<file path="src/rtl/reg_scoreboard.sv">
// Register scoreboard: in-order FIFO of in-flight writers plus per-register pending counts.
// Issue ready/stall are combinational. All state updates one cycle after issue/retire/flush.
module reg_scoreboard #(
   parameter int NUM_REGS      = 8,
   parameter int IDX_W         = 3,
   parameter int DEPTH         = 4,
   parameter int CNT_W         = 3,
   parameter bit RETIRE_BYPASS = 1'b1,
   parameter bit ZERO_REG      = 1'b0,
   localparam int OCC_W        = $clog2(DEPTH + 1)
) (
   input  logic                clk,
   input  logic                rst,
   input  logic                iss_valid,
   input  logic                iss_wen,
   input  logic [IDX_W-1:0]    iss_dst,
   input  logic                iss_rd1,
   input  logic [IDX_W-1:0]    iss_src1,
   input  logic                iss_rd2,
   input  logic [IDX_W-1:0]    iss_src2,
   output logic                iss_ready,
   output logic                stall,
   input  logic                ret_valid,
   output logic                ret_wen,
   output logic [IDX_W-1:0]    ret_dst,
   input  logic                flush,
   input  logic [OCC_W-1:0]    flush_n,
   output logic [NUM_REGS-1:0] busy,
   output logic [OCC_W-1:0]    count,
   output logic                full,
   output logic                empty,
   output logic                err
);

   localparam int PTR_W = (DEPTH > 1) ? $clog2(DEPTH) : 1;
   localparam logic [CNT_W-1:0] CNT_MAX = {CNT_W{1'b1}};

   if (DEPTH < 1) begin : g_bad_depth
      $error("reg_scoreboard: DEPTH must be at least 1");
   end
   if ((2 ** CNT_W) - 1 < DEPTH) begin : g_bad_cnt_w
      $error("reg_scoreboard: CNT_W too narrow for DEPTH");
   end
   if ((2 ** IDX_W) < NUM_REGS) begin : g_bad_idx_w
      $error("reg_scoreboard: IDX_W too narrow for NUM_REGS");
   end

   logic                 ent_wen_q [DEPTH];
   logic [IDX_W-1:0]     ent_dst_q [DEPTH];
   logic [CNT_W-1:0]     cnt_q     [NUM_REGS];
   logic [CNT_W-1:0]     cnt_d     [NUM_REGS];
   logic [CNT_W:0]       dec       [NUM_REGS];
   logic [PTR_W-1:0]     head_q, head_d;
   logic [PTR_W-1:0]     tail_q, tail_d;
   logic [OCC_W-1:0]     count_q, count_d;
   logic                 err_q, err_d;

   logic                 head_wen;
   logic [IDX_W-1:0]     head_dst;
   logic                 ret_fire;
   logic                 iss_fire;
   logic                 hz1, hz2;
   logic [CNT_W-1:0]     c1, c2;
   logic [OCC_W-1:0]     avail;
   logic [OCC_W-1:0]     flush_cnt;
   logic                 flush_over;
   logic                 sat_err;
   logic                 inc;
   logic [CNT_W:0]       val;
   logic [PTR_W-1:0]     rm_idx;
   int                   rm_pos;
   int                   tail_back;

   assign head_wen = ent_wen_q[head_q];
   assign head_dst = ent_dst_q[head_q];
   assign empty    = (count_q == '0);
   assign full     = (count_q == OCC_W'(DEPTH));
   assign count    = count_q;
   assign err      = err_q;
   assign ret_wen  = !empty && head_wen;
   assign ret_dst  = empty ? '0 : head_dst;
   assign ret_fire = ret_valid && !empty;

   // Source hazards, optionally relieved when the sole pending writer retires now.
   always_comb begin
      c1 = '0;
      c2 = '0;
      for (int r = 0; r < NUM_REGS; r++) begin
         if (IDX_W'(r) == iss_src1) c1 = cnt_q[r];
         if (IDX_W'(r) == iss_src2) c2 = cnt_q[r];
      end
      hz1 = iss_rd1 && (c1 != '0);
      hz2 = iss_rd2 && (c2 != '0);
      if (RETIRE_BYPASS) begin
         if (ret_fire && head_wen && (head_dst == iss_src1) && (c1 == CNT_W'(1))) hz1 = 1'b0;
         if (ret_fire && head_wen && (head_dst == iss_src2) && (c2 == CNT_W'(1))) hz2 = 1'b0;
      end
      if (ZERO_REG) begin
         if (iss_src1 == '0) hz1 = 1'b0;
         if (iss_src2 == '0) hz2 = 1'b0;
      end
   end

   assign iss_ready = !flush && !hz1 && !hz2 && (!full || ret_fire);
   assign iss_fire  = iss_valid && iss_ready;
   assign stall     = iss_valid && !iss_ready;

   // Flush may only remove entries that survive this cycle's retire.
   assign avail      = count_q - OCC_W'(ret_fire);
   assign flush_over = flush && (flush_n > avail);
   assign flush_cnt  = !flush ? '0 : (flush_over ? avail : flush_n);

   always_comb begin
      for (int r = 0; r < NUM_REGS; r++) dec[r] = '0;
      rm_pos = 0;
      rm_idx = '0;
      if (ret_fire && head_wen) begin
         for (int r = 0; r < NUM_REGS; r++)
            if (IDX_W'(r) == head_dst) dec[r] = dec[r] + (CNT_W+1)'(1);
      end
      for (int k = 0; k < DEPTH; k++) begin
         if (k < int'(flush_cnt)) begin
            rm_pos = int'(tail_q) - 1 - k;
            if (rm_pos < 0) rm_pos = rm_pos + DEPTH;
            rm_idx = PTR_W'(rm_pos);
            for (int r = 0; r < NUM_REGS; r++)
               if (ent_wen_q[rm_idx] && (IDX_W'(r) == ent_dst_q[rm_idx]))
                  dec[r] = dec[r] + (CNT_W+1)'(1);
         end
      end
   end

   // Counter update: increment dropped at saturation, decrement floored at zero.
   always_comb begin
      sat_err = 1'b0;
      inc     = 1'b0;
      val     = '0;
      for (int r = 0; r < NUM_REGS; r++) begin
         inc = iss_fire && iss_wen && (IDX_W'(r) == iss_dst) && !(ZERO_REG && r == 0);
         val = {1'b0, cnt_q[r]};
         if (inc) begin
            if ((cnt_q[r] == CNT_MAX) && (dec[r] == '0)) sat_err = 1'b1;
            else val = val + (CNT_W+1)'(1);
         end
         cnt_d[r] = (val > dec[r]) ? CNT_W'(val - dec[r]) : '0;
      end
   end

   always_comb begin
      head_d = head_q;
      if (ret_fire) head_d = (head_q == PTR_W'(DEPTH - 1)) ? '0 : head_q + 1'b1;
      tail_back = int'(tail_q) - int'(flush_cnt);
      if (tail_back < 0) tail_back = tail_back + DEPTH;
      tail_d = PTR_W'(tail_back);
      if (iss_fire) tail_d = (tail_q == PTR_W'(DEPTH - 1)) ? '0 : tail_q + 1'b1;
      count_d = count_q - OCC_W'(ret_fire) - flush_cnt + OCC_W'(iss_fire);
      err_d   = err_q || (ret_valid && empty) || flush_over || sat_err;
   end

   always_ff @(posedge clk or negedge rst) begin
      if (!rst) begin
         head_q  <= '0;
         tail_q  <= '0;
         count_q <= '0;
         err_q   <= 1'b0;
         for (int r = 0; r < NUM_REGS; r++) cnt_q[r] <= '0;
      end else begin
         head_q  <= head_d;
         tail_q  <= tail_d;
         count_q <= count_d;
         err_q   <= err_d;
         for (int r = 0; r < NUM_REGS; r++) cnt_q[r] <= cnt_d[r];
      end
   end

   always_ff @(posedge clk or negedge rst) begin
      if (!rst) begin
         for (int k = 0; k < DEPTH; k++) begin
            ent_wen_q[k] <= 1'b0;
            ent_dst_q[k] <= '0;
         end
      end else if (iss_fire) begin
         ent_wen_q[tail_q] <= iss_wen;
         ent_dst_q[tail_q] <= iss_dst;
      end
   end

   always_comb begin
      for (int r = 0; r < NUM_REGS; r++) busy[r] = (cnt_q[r] != '0);
   end

endmodule

</file>
<file path="config.mk">
export PLATFORM = sky130hd
export DESIGN_NAME = reg_scoreboard
export DESIGN_NICKNAME = d
export VERILOG_FILES = /design/src/rtl/reg_scoreboard.sv
export SDC_FILE = /design/constraint.sdc
export NUM_CORES = 1
export LEC_CHECK = 0
export CAP_MARGIN = 20
export CORE_ASPECT_RATIO = 0.6
export CORE_MARGIN = 4
export CORE_UTILIZATION = 61
export CTS_CLUSTER_DIAMETER = 200
export DETAILED_ROUTE_END_ITERATION = 8
export DONT_BUFFER_PORTS = 1
export PLACE_DENSITY = 0.77
export SLEW_MARGIN = 20
export SYNTH_ARGS = -nofsm -noshare
export SYNTH_HDL_FRONTEND = slang
export SYNTH_SLANG_ARGS = --single-unit
</file>
<file path="constraint.sdc">
create_clock -name clk -period 8.6 [get_ports clk]
set_input_delay 0.86 -clock clk [delete_from_list [all_inputs] [get_ports clk]]
set_output_delay 0.86 -clock clk [all_outputs]
set_load 0.02 [all_outputs]
</file>
# Yosys cells after proc, flatten, opt, wreduce, memory -nomap -nowiden
# Index checks and enable logic that the tools add are counted.
[word_totals]
output_inout_bits = 20
ff_bits = 48
word_cells = 442
[classes]
eq_ne = 71
add_sub_neg = 63
magnitude_cmp = 25
bitwise_logic = 6
n_mux = 154
reduce_logical = 103
[op_table]
columns = ["cell", "count"]
rows = [
  ["$mux W4", 48],
  ["$add A4 B1 Y4 const B", 32],
  ["$mux W32", 4],
  ["$mux W3", 38],
  ["$eq A3 B3 Y1 const A", 32],
  ["$logic_and A1 B1 Y1", 66],
  ["$eq A2 B3 Y1 const A", 16],
  ["$mux W1", 37],
  ["$add A3 B1 Y4 const B", 8],
  ["$gt A4 B4 Y1", 8],
  ["$logic_not A4 Y1", 8],
  ["$bmux W3 S2", 5],
  ["$reduce_bool A3 Y1", 10],
  ["$mux W29", 1],
  ["$eq A3 B3 Y1 const B", 9],
  ["$logic_not A3 Y1", 9],
  ["$sub A3 B3 Y3", 9],
  ["$eq A1 B3 Y1 const A", 8],
  ["$mux W2", 12],
  ["$ge A3 B3 Y1 const B", 6],
  ["$not A2 Y3", 6],
  ["$lt A4 B1 Y1 const B", 4],
  ["$add A2 B1 Y2 const B", 7],
  ["$bwmux W12", 1],
  ["other kinds (19)", 38],
]

# Depth between registers and ports, before layout
# Gate-level depths: netlist of the first run.
[logic_depth]
word_depth = 46
ltp_mapped = 33
mapped_depth_nobuf = 32

# Worst setup path after synthesis of the first run
# OpenSTA, ideal clock, no wires.
[synth_path]
path_kind = "input -> register"
start = "input ret_valid"
end = "register cnt_q[17] (netlist bit)"
n_path_buf = 1
setup_time_ns = 0.132
cell_stages = 28
t_required_ns = 8.468
arrival_ns = 6.954
slack_ns = 1.514
cell_sequence = "o31a_1 ha_1 ha_1 xnor2_2 ha_1 buf_2 o211ai_2 and2_1 a21o_1 a32oi_2 inv_2 nor2_2 mux2i_1 inv_1 ha_1 mux2_2 ha_1 mux2_2 ha_1 mux2i_4 nand4b_2 o211ai_4 mux2_2 ha_1 nor2b_1 o21a_1 o21ai_0 nor3_1"
[synth_lines]
columns = ["item", "line_no", "text"]
rows = [
  ["start, declared", "23", "input logic ret_valid,"],
  ["end, declared", "50", "logic [CNT_W-1:0] cnt_q [NUM_REGS];"],
]

==> out/metrics.yaml, run 1 <==
run_status:
  status: "finished, final reports clean"
logic_synthesis:
  syn_avg_cell_area_um2: 8.47
  synth-warning-count: 0
  synth_compound_area_share_pct: 15.7
  synthCells: 904
  synth-simple-area-share_pct: 22.5
  synthArstFlopShare_pct: 100
  synth-edff-count: 0
  dominantRegCellSynth: "dfrtp_1"
  netlist_area_mm2: 0.00766
  synth_top_family_by_area: "simple AND/OR/NAND/NOR gates"
  synth_xor_area_share_pct: 7.04
  seq_area_frac_synth_pct: 15.7
  synth_cell_type_count: 85
  syn_nets: 1034
  synthMuxAreaShare_pct: 14.5
  ys_seq_elements: 48
  synth_fa_ha_area_share_pct: 18.8
worst_setup_path:
  ff2ff_path_depth: 28
  endpoint_kind: "register"
  path_depth: 28
  r2r_slack_ns: 0.42
  cp_common_cell: "ha_1"
  required_ns: 8.77
  crit_fanout: 9
  crit_path_end: "cnt_q[14]"
  path_class: "register to register"
  cp_slowest_stage_delay_ns: 0.48
  cpLargestDelayFamily: "adder cells"
  startpoint_type: "register"
  cp-startpoint: "count[0]"
  r2r-start: "count[0]"
  crit_slowest_cell: "dfrtp_1"
  timing.rr.end: "cnt_q[14]"
  arrival_ns: 8.35
  cp.buffers_inverters: 2
placement:
  io_buffer_count: 0
  place_congestion: 1.03
  post-place-ws_ns: 0.512
  post-dp-hpwl_um: 18600
timing:
  period_share_pct: 95.1
  timing.hold.ws_ns: 0.246
  layout_setup_ws_ns: 0.418
  hold_viol_final: 0
  clock_skew_ns: 0.00844
  drv_slew: 0
  tightest_slew_ns: 1.04
  tns_ns: 0
  slew_headroom_pct: 30.3
  rsz0062_at_grt: "false"
  min_period_ns: 8.18
  max_freq_ghz: 0.122
  setup_viol: 0
floorplan:
  die_h_um: 94.8
  boundaryPins: 40
  fp-row-count: 31
  start_util_pct: 62.9
  core-area_mm2: 0.0122
  die-area_mm2: 0.0145
  die_width_um: 153
clock_tree:
  cts.path.max_buffers: 2
  root_buffer: "clkbuf_16"
  cts_tree: "done"
  cts_sinks: 48
  clk_pin_slew_ns: 0.07
  ctsHoldBuffers: 0
  cts_buffers: 5
  clkLatencyLatePin_ns: 0.30
  htreeDepth: 2
  ctsResizeCount: 0
  post_cts_buffers: 0
worst_hold_path:
  min_path_type: "input port to async pin"
route:
  first_pass_iters: 5
  vias: 6892
  drc_errors: 0
  detail-route-antenna-nets: 0
  first_iter_violations: 822
  via_per_inst: 6.56
  wl_per_cell_um: 21.3
  wirelength_um: 22400
global_route:
  track_usage_pct: 31.2
  antenna_found_initial: 1
  grt_pass1_vias: 6797
  grt_start_max_net_pins: 49
  grt_pass1_wl_um: 35900
  grt_overflow: 0
pwr:
  leakage_uw: 0.00366
  pwr_density_cell_mw_per_mm2: 387
  vdd_drop_max_mv: 0.168
  power_uw: 3060
finish:
  drive_gt1_share_pct: 11.2
  multi_input_area_mm2: 0.00602
  areaGrowthSynthToFinish_pct: 3.09
  fin_nets: 1015
  nFillCells: 1004
  n_antenna_cell: 0
  register_area_mm2: 0.00120
run:
  drv_cap: 0
-- power by group --
part / switching (uW) / internal (uW) / leakage, uW
clock network: 94.4 / 117 / 0.0000712
logic: 1480 / 894 / 0.00297
registers: 157 / 319 / 0.000614
-- cell type report --
cell class	count	share of cell area, %
multi-input combinational	749	76.3
sequential	48	15.2
inverter	77	3.66
tap	165	2.61
clock buffer	8	1.85
timing repair buffer	4	0.380
-- kinds of logic after synthesis --
kind of cell,after synthesis
mux,95
fa+ha+maj,110
flops,48
compound gates,151
xor+xnor,59
buf+inv,107
simple gates,334
-- Yosys cell counts (5+ instances only) --
master,n,share of area (%)
xnor2_1,46,5.3
o21ai_0,22,1.4
clkbuf_1,18,0.88
mux4_2,6,1.8
nor2b_1,12,0.98
nand4_1,18,1.5
nand3_1,25,1.6
a21boi_0,5,0.49
nand3b_1,5,0.49
o21a_1,9,0.88
and2_1,22,1.8
ha_1,101,16
a21o_1,13,1.3
fa_1,9,2.4
a21oi_1,22,1.4
and3_1,27,2.2
o22ai_1,8,0.65
dfrtp_1,48,16
nor4b_1,5,0.57
nand2b_1,10,0.82
nor4_1,5,0.41
nor3_1,28,1.8
nor3b_1,6,0.59
a31oi_1,8,0.65
buf_2,6,0.39
mux2_2,46,6.8
inv_1,75,3.7
nand2_1,63,3.1
nor2_1,90,4.4
mux2i_1,37,4.8
xor2_1,10,1.1
-- worst min path at each step --
stage	startpoint	endpoint	slack [ns]	cells after the start
after global placement	ent_dst_q[9]	ent_dst_q[9]	0.54	1
after CTS	rst	ent_wen_q[3]	0.25	0
after global routing	rst	ent_dst_q[0]	0.24	0
final	rst	ent_wen_q[3]	0.25	0
after detailed placement	ent_dst_q[4]	ent_dst_q[4]	0.55	1
after floorplan	ent_dst_q[9]	ent_dst_q[9]	0.51	1
-- layer usage --
metal,vias up,GRT usage [%],routed length (um)
met5,-,0,24
met4,2,5.78,323
met3,38,7.69,2450
met2,330,49.3,9440
met1,3306,44.1,10200
li1,3216,-,-
-- stage by stage --
step	area (um2)	instances	utilization [%]
2_1_floorplan	7660	904	-
5_1_grt	7900	1051	64.8
3_3_place_gp	7750	1043	63.6
6_report	7900	1051	64.8
4_1_cts	7900	1051	64.8
3_5_place_dp	7750	1043	63.6
-- registers in the layout (all words and copies together), names as in the netlist --
signal / flops
cnt_q: 24
count: 3
ent_dst_q: 12
ent_wen_q: 4
err: 1
head_q: 2
tail_q: 2
-- cells in the final DEF, fill, tap and decap left out, drive strengths merged, types with 11 or more instances in the layout --
cell type	synthesis	final
nand2	63	63
nor2b	12	12
and3	27	27
xnor2	48	48
ha	101	101
nor3	28	28
nand3	26	26
a21o	13	13
nand2b	11	11
and2	22	22
mux2	50	50
xor2	11	11
a21oi	22	22
mux2i	39	39
nand4	18	18
inv	77	77
o21ai	22	22
dfrtp	48	48
nor2	91	91
Note: power is estimated with default switching activity, not from simulation.
==> inputs of run 2 (changes only) <==
==> constraint.sdc (replaced) <==
create_clock -name clk -period 8.6 [get_ports clk]
set_input_delay 0.43 -clock clk [delete_from_list [all_inputs] [get_ports clk]]
set_output_delay 0.43 -clock clk [all_outputs]
set_load 0.02 [all_outputs]
==> out/metrics.yaml, run 2 (synthesis gave the netlist of run 1 again) <==
pwr:
  leakage_uw: 0.00367
  pwr_density_cell_mw_per_mm2: 386
  vdd_drop_max_mv: 0.170
timing:
  layout_setup_ws_ns: 0.562
  tightest_slew_ns: 1.02
  clock_skew_ns: 0.0128
  setup_viol: 0
  drv_slew: 0
  hold_viol_final: 0
  min_period_ns: 8.04
  tns_ns: 0
  rsz0062_at_grt: "false"
  max_freq_ghz: 0.124
  slew_headroom_pct: 31.4
  period_share_pct: 93.5
floorplan:
  fp-row-count: 31
  core-area_mm2: 0.0122
  start_util_pct: 62.9
  die_h_um: 94.8
  die-area_mm2: 0.0145
  boundaryPins: 40
  die_width_um: 153
global_route:
  antenna_found_initial: 0
  track_usage_pct: 31.3
  use_met2_pct: 48.2
  grt_pass1_vias: 6934
  grt_pass1_wl_um: 36300
  grt_overflow: 0
  top_usage_layer: "met2"
  grt_start_max_net_pins: 49
  use_met1_pct: 43.1
  grtUsageMet3_pct: 10.9
finish:
  top_register: "cnt_q"
  final_common_cell: "ha_1"
  final_core_util_pct: 65.1
  drive_gt1_share_pct: 11.2
  final_area_mm2: 0.00793
  fin_cells: 1052
  reg_top3: "cnt_q x24, ent_dst_q x12, ent_wen_q x4"
  areaGrowthSynthToFinish_pct: 3.48
  fin_nets: 1016
  nFillCells: 1029
  n_antenna_cell: 0
  largest_register_ffs: 24
  mostFrequentLayoutCells: "ha_1 (101), nor2_1 (90), inv_1 (75)"
placement:
  post-dp-hpwl_um: 18500
  post-place-ws_ns: 0.835
  placed_cells: 1042
  placed_cell_area_mm2: 0.00774
  io_buffer_count: 0
  place_congestion: 1.04
worst_setup_path:
  cp_common_cell: "ha_1"
  crit_fanout: 9
  path_depth: 28
  endpoint_kind: "register"
  cpLargestDelayFamily: "adder cells"
  r2r-start: "count[0]"
  ff2ff_path_depth: 28
  cp.buffers_inverters: 2
  required_ns: 8.77
  r2r_slack_ns: 0.56
  arrival_ns: 8.21
  crit_path_end: "cnt_q[14]"
  crit_slowest_cell: "dfrtp_1"
  startpoint_type: "register"
  path_class: "register to register"
  cp-startpoint: "count[0]"
  cp_slowest_stage_delay_ns: 0.48
  timing.rr.end: "cnt_q[14]"
route:
  vias: 7012
  via_per_inst: 6.67
  drc_errors: 0
  wl_per_cell_um: 21.4
  first_pass_iters: 6
  first_iter_violations: 848
  detail-route-antenna-nets: 0
  wirelength_um: 22500
clock_tree:
  cts_tree: "done"
  clkLatencyLatePin_ns: 0.30
  cts_sinks: 48
  htreeDepth: 2
  cts_buffers: 5
  clk_pin_slew_ns: 0.08
  cts.path.max_buffers: 2
  root_buffer: "clkbuf_16"
  post_cts_buffers: 0
run_status:
  status: "finished, final reports clean"
run:
  drv_cap: 0
worst_hold_path:
  min_path_type: "input port to register"
==> run 2: cell count changes in the layout (fill, tap and decap cells not counted) <==
| cell | delta |
|---|---|
| dlygate4sd3_1 | +1 |
| buf_16 | +1 |
| buf_4 | -1 |
==> run 2: layout make-up <==
class	count	area (um2)	area share [%]
Inverter	77	289	3.65
Timing Repair Buffer	5	60.1	0.758
Clock buffer	8	146	1.85
Sequential cell	48	1200	15.2
Multi-Input combinational cell	749	6020	76.0
Tap cell	165	206	2.60
==> run 2: worst min path at each step <==
| stage | start | endpoint | slack, ns | depth (start not counted) |
|---|---|---|---|---|
| floorplan | rst | cnt_q[0] | 0.13 | 0 |
| global placement | rst | ent_dst_q[2] | 0.14 | 0 |
| detailed placement | rst | ent_dst_q[2] | 0.14 | 0 |
| CTS | iss_wen | ent_wen_q[0] | 0.28 | 1 |
| global route | iss_wen | ent_wen_q[0] | 0.28 | 1 |
| finish | iss_wen | ent_wen_q[0] | 0.27 | 1 |
==> run 2: stage by stage <==
stage	hold slack [ns]	total power, uW
floorplan	0.134	2210
global placement	0.136	2640
detailed placement	0.136	2760
CTS	0.277	2980
global route	0.279	3310
finish	0.272	3060
==> run 2: metal layers <==
metal / wire (um) / vias up
li1: - / 3211
met1: 9900 / 3363
met3: 2960 / 38
met5: 0 / -
met4: 390 / 0
met2: 9230 / 400
==> run 2: what timing repair did <==
item | CTS | global route
endpoints found under the hold margin | 48 | 0
hold buffers | 2 | 0
resized for setup | 0 | 0
==> run 2: power breakdown <==
part	internal (uW)	switching, uW	total, uW	leakage [uW]
clock network	117	95.4	212	0.0000712
registers	319	156	474	0.000614
logic	891	1480	2370	0.00298
total	1330	1730	3060	0.00367
==> run 2: worst reg2reg max path: cells and delay by family (launching register included) <==
family / cells / cell delay, ns
fa+ha+maj: 7 / 1.97
compound gates: 7 / 1.77
mux: 4 / 1.50
simple gates: 6 / 1.38
xor+xnor: 2 / 0.54
flops: 1 / 0.48
buf+inv: 2 / 0.27
==> inputs of run 3 (changes only) <==
CELL_PAD_IN_SITES_DETAIL_PLACEMENT = 1   (was default)
CELL_PAD_IN_SITES_GLOBAL_PLACEMENT = 1   (was default)
CORE_UTILIZATION = 51   (was 61)
PLACE_DENSITY = default   (was 0.77)
PLACE_DENSITY_LB_ADDON = 0.1   (was default)
==> out/metrics.yaml, run 3 (synthesis gave the netlist of run 1 again) <==
run_status:
  status: "finished, final reports clean"
finish:
  top_register: "cnt_q"
  mostFrequentLayoutCells: "ha_1 (101), nor2_1 (90), inv_1 (75)"
  reg_top3: "cnt_q x24, ent_dst_q x12, ent_wen_q x4"
  fin_nets: 1017
  final_core_util_pct: 55.1
  final_common_cell: "ha_1"
  drive_gt1_share_pct: 11.6
  largest_register_ffs: 24
  n_antenna_cell: 0
  areaGrowthSynthToFinish_pct: 4.88
route:
  first_pass_iters: 5
  via_per_inst: 6.37
  drc_errors: 0
  first_iter_violations: 476
  wirelength_um: 25600
  wl_per_cell_um: 23.6
  detail-route-antenna-nets: 0
  vias: 6920
timing:
  slew_headroom_pct: 40.0
  setup_viol: 0
  drv_slew: 0
  layout_setup_ws_ns: 0.467
  hold_viol_final: 0
  min_period_ns: 8.13
  rsz0062_at_grt: "false"
  tns_ns: 0
  max_freq_ghz: 0.123
  timing.hold.ws_ns: 0.277
  clock_skew_ns: 0.00876
  period_share_pct: 94.6
  tightest_slew_ns: 0.900
global_route:
  grt_pass1_wl_um: 40400
  grt_start_max_net_pins: 49
  grt_overflow: 0
  grt_pass1_vias: 7213
  track_usage_pct: 30.0
  antenna_found_initial: 1
clock_tree:
  cts.path.max_buffers: 2
  cts_tree: "done"
  htreeDepth: 2
  clkLatencyLatePin_ns: 0.30
  cts_buffers: 5
  clk_pin_slew_ns: 0.08
  cts_sinks: 48
  root_buffer: "clkbuf_16"
floorplan:
  die-area_mm2: 0.0171
  core-area_mm2: 0.0146
  die_width_um: 166
  die_h_um: 103
  start_util_pct: 52.5
  fp-row-count: 34
  boundaryPins: 40
placement:
  place_congestion: 1.03
  post-dp-hpwl_um: 21300
  io_buffer_count: 0
  post-place-ws_ns: 0.668
worst_setup_path:
  path_class: "register to register"
  crit_slowest_cell: "dfrtp_1"
  arrival_ns: 8.30
  required_ns: 8.77
  cp_slowest_stage_delay_ns: 0.48
  ff2ff_path_depth: 28
  endpoint_kind: "register"
  startpoint_type: "register"
  cp_common_cell: "ha_1"
  crit_fanout: 9
  r2r-start: "count[0]"
  cp-startpoint: "count[0]"
pwr:
  vdd_drop_max_mv: 0.248
  pwr_density_cell_mw_per_mm2: 400
  leakage_uw: 0.00370
worst_hold_path:
  hold-path-cell-count: 1
  min_path_type: "input port to register"
  worstHoldStart: "iss_dst[2]"
run:
  drv_cap: 0
run 3: changes by cell type in the layout (fill, tap and decap cells not counted):
| cell | delta |
|---|---|
| buf_4 | +1 |
| nor4_2 | +1 |
| bufinv_16 | +2 |
| nor4_1 | -1 |
| inv_6 | +1 |
| clkbuf_8 | -1 |
| nor2_2 | -1 |
| clkbuf_1 | -2 |
| nor2_4 | +1 |
run 3: worst max-delay path, delay by kind of cell, from the launching register on:
family                   cells  cell delay (ns)
adder cells (fa/ha/maj)      7             2.01
AO/OA/AOI/OAI                7             1.81
multiplexers                 4             1.50
AND/OR/NAND/NOR              6             1.35
XOR/XNOR                     2             0.60
flip-flops                   1             0.48
buffers and inverters        2             0.28
run 3: what timing repair did:
| action | 4_1_cts | 5_1_grt |
|---|---|---|
| gates resized for setup | 0 | 1 |
| setup endpoints to repair | 0 | 1 |
| hold endpoints to repair | 48 | 0 |
| hold buffers | 2 | 0 |
| buffers inserted | 0 | 0 |
run 3: cell type report:
cell class	instances	area (um2)
Fill cell	1734	6560
Inverter	77	289
Multi-Input combinational cell	749	6040
Tap cell	198	248
Timing Repair Buffer	6	67.6
Clock inverter	3	68.8
Clock buffer	5	125
Sequential cell	48	1200
run 3: power breakdown:
group	internal, uW	total (uW)	switching [uW]
registers	318	477	158
clock network	168	269	100
logic	901	2470	1570
total	1390	3210	1830
run 3: path summary, 6_finish.rpt:
check / to / slack [ns]
setup / recovery: cnt_q[14] / 0.47
hold / removal: ent_dst_q[11] / 0.28
setup reg to reg: cnt_q[14] / 0.47
hold reg to reg: ent_dst_q[1] / 0.58
max in group asynchronous: cnt_q[14] / 7.68
min in group asynchronous: ent_dst_q[2] / 0.66
run 3: per-layer routing:
layer / wire length (um) / up-vias / part of all wire (%) / global-route usage [%]
li1: - / 3216 / - / -
met1: 12200 / 3479 / 48 / 41.9
met2: 10900 / 199 / 42 / 47.9
met3: 2220 / 26 / 8.7 / 8.08
met4: 337 / 0 / 1.3 / 5.15
met5: 0 / - / 0 / 0
run 3: metrics by stage:
stage	power [uW]	std cells	area (um2)
6_report	3210	1086	8040
5_1_grt	3470	1086	8040
4_1_cts	3160	1086	8020
3_5_place_dp	2860	1076	7790
3_3_place_gp	2700	1076	7790
2_1_floorplan	2210	904	7660
